**config.mk**
```make
export PLATFORM = sky130hd
export DESIGN_NAME = spi_inert_resp
export DESIGN_NICKNAME = d
export VERILOG_FILES = /design/src/rtl/spi_inert_resp.sv
export SDC_FILE = /design/constraint.sdc
export NUM_CORES = 1
export LEC_CHECK = 0
export CAP_MARGIN = 10
export CELL_PAD_IN_SITES_DETAIL_PLACEMENT = 0
export CELL_PAD_IN_SITES_GLOBAL_PLACEMENT = 1
export CORE_MARGIN = 2
export CORE_UTILIZATION = 55
export DETAILED_ROUTE_END_ITERATION = 10
export DONT_BUFFER_PORTS = 1
export PLACE_DENSITY_LB_ADDON = 0.1
export SETUP_SLACK_MARGIN = 0.02
export SLEW_MARGIN = 20
export SYNTH_ARGS = -nofsm -noshare
export SYNTH_HDL_FRONTEND = slang
export SYNTH_SLANG_ARGS = --single-unit
```
**constraint.sdc**
```tcl
create_clock -name clk -period 11.5 [get_ports clk]
set_input_delay 2.3 -clock clk [delete_from_list [all_inputs] [get_ports clk]]
set_output_delay 2.3 -clock clk [all_outputs]
set_load 0.005 [all_outputs]
```
**src/rtl/spi_inert_resp.sv**
```systemverilog
// SPI responder for an inertial sensor: register map, sample capture and INT flag.
// Latency: synchronizers add about 3 clk from an SPI pin edge to the internal edge event;
//   MISO follows about 3 clk after an SCLK fall. Backpressure: none; smpl_vld is never stalled.
//   Samples that arrive during a frame are parked and captured when the frame ends.
// Ports: clk/rst       - system clock, async active-high reset
//        SS_n/SCLK/MOSI - SPI from the master (asynchronous; SCLK idles high)
//        MISO          - read data, MSB first, updated after SCLK falls
//        INT           - new-sample flag
//        smpl_vld, ptch_rt/roll_rt/yaw_rt - sensor sample strobe and 16-bit rates
module spi_inert_resp (
  input  logic        clk,
  input  logic        rst,
  input  logic        SS_n,
  input  logic        SCLK,
  input  logic        MOSI,
  output logic        MISO,
  output logic        INT,
  input  logic        smpl_vld,
  input  logic [15:0] ptch_rt,
  input  logic [15:0] roll_rt,
  input  logic [15:0] yaw_rt
);

  typedef enum logic [1:0] {IDLE = 2'd0, SHIFT = 2'd1, COMMIT = 2'd2} state_t;

  state_t      state_q;
  logic [2:0]  ss_q, sclk_q;   // [1:0] synchronizer, [2] previous value for edge detect
  logic [1:0]  mosi_q;
  logic [4:0]  cnt_q;
  logic [15:0] rx_q;
  logic [7:0]  tx_q;
  logic        tx_ld_q;        // read data already loaded into tx for this frame
  logic [7:0]  int1_ctrl_q, ctrl1_q, ctrl2_q;
  logic [15:0] ptch_q, roll_q, yaw_q;
  logic [15:0] pend_ptch_q, pend_roll_q, pend_yaw_q;
  logic        pend_vld_q;
  logic        int_set_q, int_q;

  logic        ss_fall, ss_rise, sclk_rise, sclk_fall;
  logic        in_commit, frame_ok, wr_en, int_clr, cap_en, use_pend;
  logic [15:0] cap_ptch_d, cap_roll_d, cap_yaw_d;
  logic [7:0]  rd_dat;
  logic        int_d;

  // SS_n sync resets low so a select that is still low after reset never
  // looks like a fresh fall; the master must deselect and select again.
  always_ff @(posedge clk or posedge rst) begin
    if (rst) begin
      ss_q   <= 3'b000;
      sclk_q <= 3'b111;
      mosi_q <= 2'b00;
    end else begin
      ss_q   <= {ss_q[1:0], SS_n};
      sclk_q <= {sclk_q[1:0], SCLK};
      mosi_q <= {mosi_q[0], MOSI};
    end
  end

  assign ss_fall   =  ss_q[2]   & ~ss_q[1];
  assign ss_rise   = ~ss_q[2]   &  ss_q[1];
  assign sclk_rise = ~sclk_q[2] &  sclk_q[1];
  assign sclk_fall =  sclk_q[2] & ~sclk_q[1];

  assign in_commit = (state_q == COMMIT);
  assign frame_ok  = (cnt_q == 5'd16);
  assign wr_en     = in_commit & frame_ok & ~rx_q[15];
  // Clear on a complete read of yaw H, or on a write that disables the INT enable.
  assign int_clr   = (in_commit & frame_ok & rx_q[15] & (rx_q[14:8] == 7'h27)) |
                     (wr_en & (rx_q[14:8] == 7'h0D) & ~rx_q[1]);

  // Capture directly when idle; at frame end take a same-cycle sample over the parked one.
  assign cap_en     = ((state_q == IDLE) & smpl_vld) | (in_commit & (smpl_vld | pend_vld_q));
  assign use_pend   = in_commit & ~smpl_vld;
  assign cap_ptch_d = use_pend ? pend_ptch_q : ptch_rt;
  assign cap_roll_d = use_pend ? pend_roll_q : roll_rt;
  assign cap_yaw_d  = use_pend ? pend_yaw_q  : yaw_rt;

  // Set has priority over clear.
  assign int_d = int_set_q ? 1'b1 : (int_clr ? 1'b0 : int_q);

  // Address sits in rx[6:0] once the first byte has been shifted in.
  always_comb begin
    rd_dat = 8'h00;
    case (rx_q[6:0])
      7'h0F:   rd_dat = 8'h6A;
      7'h0D:   rd_dat = int1_ctrl_q;
      7'h10:   rd_dat = ctrl1_q;
      7'h11:   rd_dat = ctrl2_q;
      7'h22:   rd_dat = ptch_q[7:0];
      7'h23:   rd_dat = ptch_q[15:8];
      7'h24:   rd_dat = roll_q[7:0];
      7'h25:   rd_dat = roll_q[15:8];
      7'h26:   rd_dat = yaw_q[7:0];
      7'h27:   rd_dat = yaw_q[15:8];
      default: rd_dat = 8'h00;
    endcase
  end

  always_ff @(posedge clk or posedge rst) begin
    if (rst) begin
      state_q     <= IDLE;
      cnt_q       <= 5'd0;
      rx_q        <= 16'h0000;
      tx_q        <= 8'h00;
      tx_ld_q     <= 1'b0;
      int1_ctrl_q <= 8'h00;
      ctrl1_q     <= 8'h00;
      ctrl2_q     <= 8'h00;
      ptch_q      <= 16'h0000;
      roll_q      <= 16'h0000;
      yaw_q       <= 16'h0000;
      pend_ptch_q <= 16'h0000;
      pend_roll_q <= 16'h0000;
      pend_yaw_q  <= 16'h0000;
      pend_vld_q  <= 1'b0;
      int_set_q   <= 1'b0;
      int_q       <= 1'b0;
    end else begin
      int_q     <= int_d;
      int_set_q <= cap_en & int1_ctrl_q[1];

      if (cap_en) begin
        ptch_q <= cap_ptch_d;
        roll_q <= cap_roll_d;
        yaw_q  <= cap_yaw_d;
      end

      // Park samples arriving mid-frame; a later pulse overwrites an earlier one.
      if (in_commit) begin
        pend_vld_q <= 1'b0;
      end else if ((state_q == SHIFT) && smpl_vld) begin
        pend_vld_q  <= 1'b1;
        pend_ptch_q <= ptch_rt;
        pend_roll_q <= roll_rt;
        pend_yaw_q  <= yaw_rt;
      end

      case (state_q)
        IDLE: begin
          tx_q <= 8'h00;
          if (ss_fall) begin
            state_q <= SHIFT;
            cnt_q   <= 5'd0;
            rx_q    <= 16'h0000;
            tx_ld_q <= 1'b0;
          end
        end
        SHIFT: begin
          if (ss_rise) begin
            state_q <= COMMIT;
            tx_q    <= 8'h00;
          end else if (sclk_rise && !frame_ok) begin
            rx_q  <= {rx_q[14:0], mosi_q[1]};
            cnt_q <= cnt_q + 5'd1;
          end else if (sclk_fall) begin
            if (tx_ld_q) begin
              tx_q <= {tx_q[6:0], 1'b0};
            end else if ((cnt_q == 5'd8) && rx_q[7]) begin
              tx_q    <= rd_dat;
              tx_ld_q <= 1'b1;
            end
          end
        end
        COMMIT: begin
          state_q <= IDLE;
          if (wr_en) begin
            case (rx_q[14:8])
              7'h0D:   int1_ctrl_q <= rx_q[7:0];
              7'h10:   ctrl1_q     <= rx_q[7:0];
              7'h11:   ctrl2_q     <= rx_q[7:0];
              default: ;
            endcase
          end
        end
        default: state_q <= IDLE;
      endcase
    end
  end

  assign MISO = tx_q[7];
  assign INT  = int_q;

endmodule

```
==> flow_summary.ini, run 1 <==
[timing]
period_minus_slack_ps = 3340
fmaxAchievable_mhz = 299
setup_ws_ps = 8160
tns_ps = 0
hold_viol = 0
max-slew-margin-rel = 0.444
finalClockSkew_ps = 5.15
finalMaxSlewViolations = 0
rsz0062_at_grt = false
finalCritPeriodShare = 0.291
tightest_slew_ps = 834
setup_violations = 0

[place]
dpl_worst_slack_ps = 7560
port_buffers = 0
placed_cell_area_um2 = 7460
gp_congestion = 0.861
dp.final_hpwl_mm = 10.2

[power]
netSwitchingFraction = 0.250
powerDensity_nw_per_um2 = 185
comb_power_share = 0.132
clkPwrFrac = 0.384
pwr-share-seq = 0.485
vdd_drop_max_mv = 0.0970
internal_power_mw = 1.12
p_switching_mw = 0.372
leakagePower_nw = 3.38

[cts]
postCtsSetupRepairBufs = 0
numCtsBuffers = 17
cts_max_level = 4
post_cts.resized_instances = 0
cts.sinks = 163
clockRootBuffer = clkbuf_16
clock_path_buffers = 2
cts.clk_slew.worst_paths_ps = 60
clk_latency_ps = 420
cts_tree = built
cts_hold_buffers = 0

[global_routing]
grt_overflow_total = 0
grt.busiest_layer = met2
grtUsageMet3 = 0.0675
grt_first_pass_wirelength_mm = 25.7
track_usage = 0.232
use_met2 = 0.351
grt_max_degree = 98
grt_antenna_before_repair = 0
grt_pass1_vias = 4735
met1_usage = 0.327

[routing]
drt-wirelength-per-cell_um = 19.8
drtIter0Drc = 273
viasPerCell = 6.03
drcViolationCount = 0
dr_total_vias = 4748
drt-total-wl_mm = 15.6
firstDrtPassIters = 4
ant_nets = 0

[worst_setup_path]
critPathMaxStageDelay_ps = 650
cp_data_arrival_time_ps = 3600
cp-start-kind = primary input
worst-setup-path-type = in -> reg
path_cells = nor2_4 -> buf_4 -> mux2i_1 -> o21ai_0
setup.worst_path.end_class = register
rr_worst_depth = 5
crit_cells = 4
slowest_stage = buf_4
critPathMaxFanout = 45
cp.buffers_inverters = 1
required_ps = 11760
cp_top_family = buffers and inverters

[yosys]
yosys_warnings = 0
synth_edf_count = 0
synth_seq_cells = 163
async_flop_share = 1.00
synth_top_flop_cell = dfrtp_1
seq_area_frac_synth = 0.548
synthesis.instances = 622
postSynthAreaPerCell_um2 = 12.0
synth.distinct_cells = 58
syn-cell-area_um2 = 7450
mappedNetlistNets = 678

[worst_hold_path]
worstHoldPathType = reg -> reg
worstHoldPathCells = 0

[finish]
nNetsFinal = 657
final.fill_count = 1112
syn_to_final_growth_pct = 8.02
drive_gt1_frac = 0.205
finalInstanceArea_um2 = 8050
num_antenna_cells = 0

[floorplan]
io_pins = 56
dieArea_um2 = 14500
fp.dieH_um = 120
core_um2 = 13200
die_w_um = 120
initial_utilization = 0.563
row_count = 42

[run]
drv_cap = 0

[run_status]
status = finished, final reports clean
power by group through the flow:
| stage | logic, mW | clock network [mW] | registers [mW] |
|---|---|---|---|
| detailed placement | 0.198 | 0 | 0.733 |
| finish | 0.196 | 0.572 | 0.722 |
| global route | 0.220 | 0.609 | 0.733 |
| floorplan | 0.163 | 0 | 0.710 |
| CTS | 0.199 | 0.583 | 0.723 |
| global placement | 0.193 | 0 | 0.727 |
metrics by stage:
step                      utilization  cells  hold WS (ps)  power (mW)
final                           0.608    787           359        1.49
after global routing            0.608    787           364        1.56
after CTS                       0.608    787           361        1.50
after detailed placement        0.563    758           350       0.931
after global placement          0.563    758           335       0.920
after floorplan                     -    622           331       0.873
Yosys cell counts (3+ instances only):
cell type / n / area, µm²
a21oi_1: 7 / 35.0
a221o_1: 5 / 50.1
a221oi_1: 7 / 61.3
a22o_1: 15 / 131
a22oi_1: 8 / 60.1
a2bb2oi_1: 3 / 26.3
a31oi_1: 6 / 37.5
and2_1: 3 / 18.8
and3_1: 4 / 25.0
buf_2: 16 / 80.1
buf_4: 11 / 82.6
buf_6: 6 / 67.6
clkbuf_1: 12 / 45.0
dfrtp_1: 160 / 4000
dfstp_2: 3 / 78.8
inv_1: 6 / 22.5
mux2_2: 73 / 822
mux2i_1: 54 / 541
nand2_1: 69 / 259
nand2b_1: 4 / 25.0
nand3_1: 18 / 90.1
nand4_1: 10 / 62.6
nor2_1: 11 / 41.3
nor2b_1: 4 / 25.0
nor3b_1: 4 / 30.0
o21ai_0: 61 / 305
o21ai_1: 4 / 20.0
xor2_1: 3 / 26.3
routing by layer:
layer,vias to the layer above,part of all wire
li1,2220,-
met1,2404,0.47
met2,108,0.46
met3,16,0.059
met4,0,0.013
met5,-,0
cell usage in the layout, fill, tap and decap left out, drive strengths merged, types with 4 or more instances in the layout:
| cell | instances |
|---|---|
| and2 | 4 |
| nor2b | 4 |
| clkbuf | 24 |
| nand2 | 69 |
| nand3 | 18 |
| nor2 | 11 |
| a221o | 5 |
| a21oi | 7 |
| a221oi | 8 |
| buf | 5 |
| mux2i | 54 |
| and3 | 4 |
| mux2 | 73 |
| a22o | 16 |
| nand4 | 10 |
| a22oi | 8 |
| dfrtp | 160 |
| nor3b | 5 |
| nand2b | 4 |
| o21ai | 65 |
| inv | 6 |
| a31oi | 6 |
registers in the layout, indices dropped and copies added (netlist names), 3 cells and up:
signal	count
sclk_q	3
cnt_q	5
ctrl2_q	8
int1_ctrl_q	8
pend_ptch_q	16
ctrl1_q	8
rx_q	16
tx_q	8
ptch_q	16
roll_q	16
ss_q	3
pend_roll_q	16
yaw_q	16
pend_yaw_q	16
cell type report:
| type | instances | area [µm²] | share of cell area |
|---|---|---|---|
| flip-flops and latches | 163 | 4080 | 0.507 |
| multi-input cells | 407 | 3080 | 0.383 |
| clock buffers | 24 | 492 | 0.0611 |
| well taps | 176 | 220 | 0.0274 |
| clock inverters | 5 | 100 | 0.0124 |
| repair buffers | 5 | 41.3 | 0.00513 |
| inverters | 7 | 31.3 | 0.00389 |
worst paths after layout:
check,slack (ps),startpoint,endpoint
max in group asynchronous,8440,rst,pend_roll_q[12]
hold reg to reg,360,mosi_q[0],mosi_q[1]
setup reg to reg,8980,rx_q[5],tx_q[0]
min in group asynchronous,1860,rst,yaw_q[12]
hold / removal,360,mosi_q[0],mosi_q[1]
setup / recovery,8160,smpl_vld,ptch_q[6]
cell families after synthesis:
| group | Yosys count | synth area share |
|---|---|---|
| xor gates and xnor gates | 3 | 0.00353 |
| adders and majority gates | 2 | 0.00336 |
| buffers and inverters | 52 | 0.0405 |
| and+or+nand+nor | 145 | 0.102 |
| muxes | 128 | 0.186 |
| DFF | 163 | 0.548 |
| AOI/OAI and AO/OA | 129 | 0.117 |
No activity file was read; power rests on OpenSTA's default activity.
==> inputs of run 2 (changes only) <==
--- a/config.mk
+++ b/config.mk
@@ -9,7 +9,7 @@
 export CELL_PAD_IN_SITES_DETAIL_PLACEMENT = 0
 export CELL_PAD_IN_SITES_GLOBAL_PLACEMENT = 1
 export CORE_MARGIN = 2
-export CORE_UTILIZATION = 55
+export CORE_UTILIZATION = 52
 export DETAILED_ROUTE_END_ITERATION = 10
 export DONT_BUFFER_PORTS = 1
 export PLACE_DENSITY_LB_ADDON = 0.1
==> constraint.sdc (replaced) <==
create_clock -name clk -period 3.1 [get_ports clk]
set_input_delay 0.62 -clock clk [delete_from_list [all_inputs] [get_ports clk]]
set_output_delay 0.62 -clock clk [all_outputs]
set_load 0.005 [all_outputs]
==> run 2 against run 1 <==
  * Clock skew is 1.5 ps higher
  * Non-clock buffer count is 1 higher
  * Worst setup slack worse by 7300 ps
  * Combinational power grew to 3.6 times the previous value
  * First-iteration DRC count is 16% higher
  * Hold slack worse by 170 ps
  * Highest routed layer unchanged
  * Clock power grew to 3.7 times the previous value
  * Global-route usage is 0.91 points lower
  * Cell count is 1.0% higher
==> flow_summary.ini, run 2 (synthesized netlist as in run 1, its figures left out) <==
[run_status]
status = finished, final reports clean

[worst_setup_path]
worst-setup-path-type = reg -> reg
worstReg2RegStart = rx_q[5]
cp-start-kind = register
critPathMaxFanout = 15
cp_top_family = simple AND/OR/NAND/NOR gates
path_cells = nor4b_4 -> and2_1 -> a221oi_1 -> o2111a_1 -> o21ai_1
crit_start = rx_q[5]
required_ps = 3450
cp.buffers_inverters = 0
cp_data_arrival_time_ps = 2630
critPathMaxStageDelay_ps = 660
setup.worst_path.end_class = register
slowest_stage = nor4b_4

[power]
clkPwrFrac = 0.384
leakagePower_nw = 3.39
netSwitchingFraction = 0.265
vdd_drop_max_mv = 0.422
p_switching_mw = 1.46
internal_power_mw = 4.06
powerDensity_nw_per_um2 = 681
pwr-share-seq = 0.490
comb_power_share = 0.127

[routing]
dr_total_vias = 4698
firstDrtPassIters = 5
ant_nets = 0
drt-total-wl_mm = 15.5
drcViolationCount = 0
drtIter0Drc = 317
drt-wirelength-per-cell_um = 19.5
viasPerCell = 5.91

[finish]
drive_gt1_frac = 0.215
layout_common_cells = dfrtp_1, mux2_2, nand2_1
post-route-util = 0.582
nNetsFinal = 658
syn_to_final_growth_pct = 8.90
final_common_cell = dfrtp_1
final.fill_count = 1158
num_antenna_cells = 0

[timing]
rsz0062_at_grt = false
finalMaxSlewViolations = 0
period_minus_slack_ps = 2280
finalClockSkew_ps = 6.69
max-slew-margin-rel = 0.414
finalCritPeriodShare = 0.737
setup_violations = 0
fmaxAchievable_mhz = 438
tightest_slew_ps = 879
tns_ps = 0
hold_viol = 0

[floorplan]
initial_utilization = 0.535
io_pins = 56
core_um2 = 13900
row_count = 43
fp.dieH_um = 124
dieArea_um2 = 15300
die_w_um = 124

[place]
dp.final_hpwl_mm = 10.4
port_buffers = 0
gp_congestion = 0.963

[cts]
cts_hold_buffers = 0
cts.sinks = 163
cts_tree = built
postCtsSetupRepairBufs = 0
clk_latency_ps = 420
numCtsBuffers = 17
clockRootBuffer = clkbuf_16
clock_path_buffers = 2
cts.clk_slew.worst_paths_ps = 60
cts_max_level = 4
post_cts.resized_instances = 0

[global_routing]
grt_overflow_total = 0
grt_pass1_vias = 4672
track_usage = 0.223
grt_antenna_before_repair = 0
grt_first_pass_wirelength_mm = 25.4
grt_max_degree = 164

[run]
drv_cap = 0

[worst_hold_path]
worstHoldPathType = in -> reg
min_from = SCLK
run 2: power by group through the flow:
stage	Combinational [mW]	Clock, mW	Sequential, mW
CTS	0.714	2.17	2.71
finish	0.701	2.12	2.70
global route	0.795	2.27	2.74
floorplan	0.603	0	2.63
detailed placement	0.712	0	2.74
global placement	0.686	0	2.73
run 2: stage by stage:
step	hold WS [ps]	cells	setup WS (ps)	total power, mW	area (µm²)
2_1_floorplan	331	622	412	3.24	7460
3_3_place_gp	335	763	917	3.42	7510
3_5_place_dp	342	763	824	3.46	7510
4_1_cts	169	795	805	5.59	8120
5_1_grt	166	795	612	5.80	8120
6_report	191	795	817	5.53	8120
run 2: layout make-up:
cell class | count | area, µm² | area share
multi-input combinational | 407 | 3080 | 0.379
timing repair buffer | 6 | 95.1 | 0.0117
clock buffer | 19 | 453 | 0.0558
inverter | 7 | 30.0 | 0.00370
tap | 180 | 225 | 0.0277
sequential | 163 | 4080 | 0.503
clock inverter | 13 | 151 | 0.0187
run 2: path summary, 6_finish.rpt:
| kind | endpoint | slack [ps] | cells after the start |
|---|---|---|---|
| max | tx_q[0] | 820 | 5 |
| max in group asynchronous | int1_ctrl_q[7] | 2130 | 2 |
| min in group asynchronous | pend_yaw_q[10] | 300 | 2 |
| min | sclk_q[0] | 190 | 0 |
| max reg2reg | tx_q[0] | 820 | 5 |
| min reg2reg | ss_q[1] | 350 | 0 |
run 2: layer usage:
metal / up-vias / routed length (µm) / GRT usage
met5: - / 0 / 0
met4: 0 / 269 / 0.0788
met3: 18 / 796 / 0.0582
met2: 98 / 7380 / 0.337
met1: 2361 / 7040 / 0.313
li1: 2221 / - / -
run 2: worst reg2reg max path, delay by kind of cell (launching register included):
family             cells  cell delay, ps
DFF                    1             590
and+or+nand+nor        2            1100
AOI/OAI and AO/OA      3             520
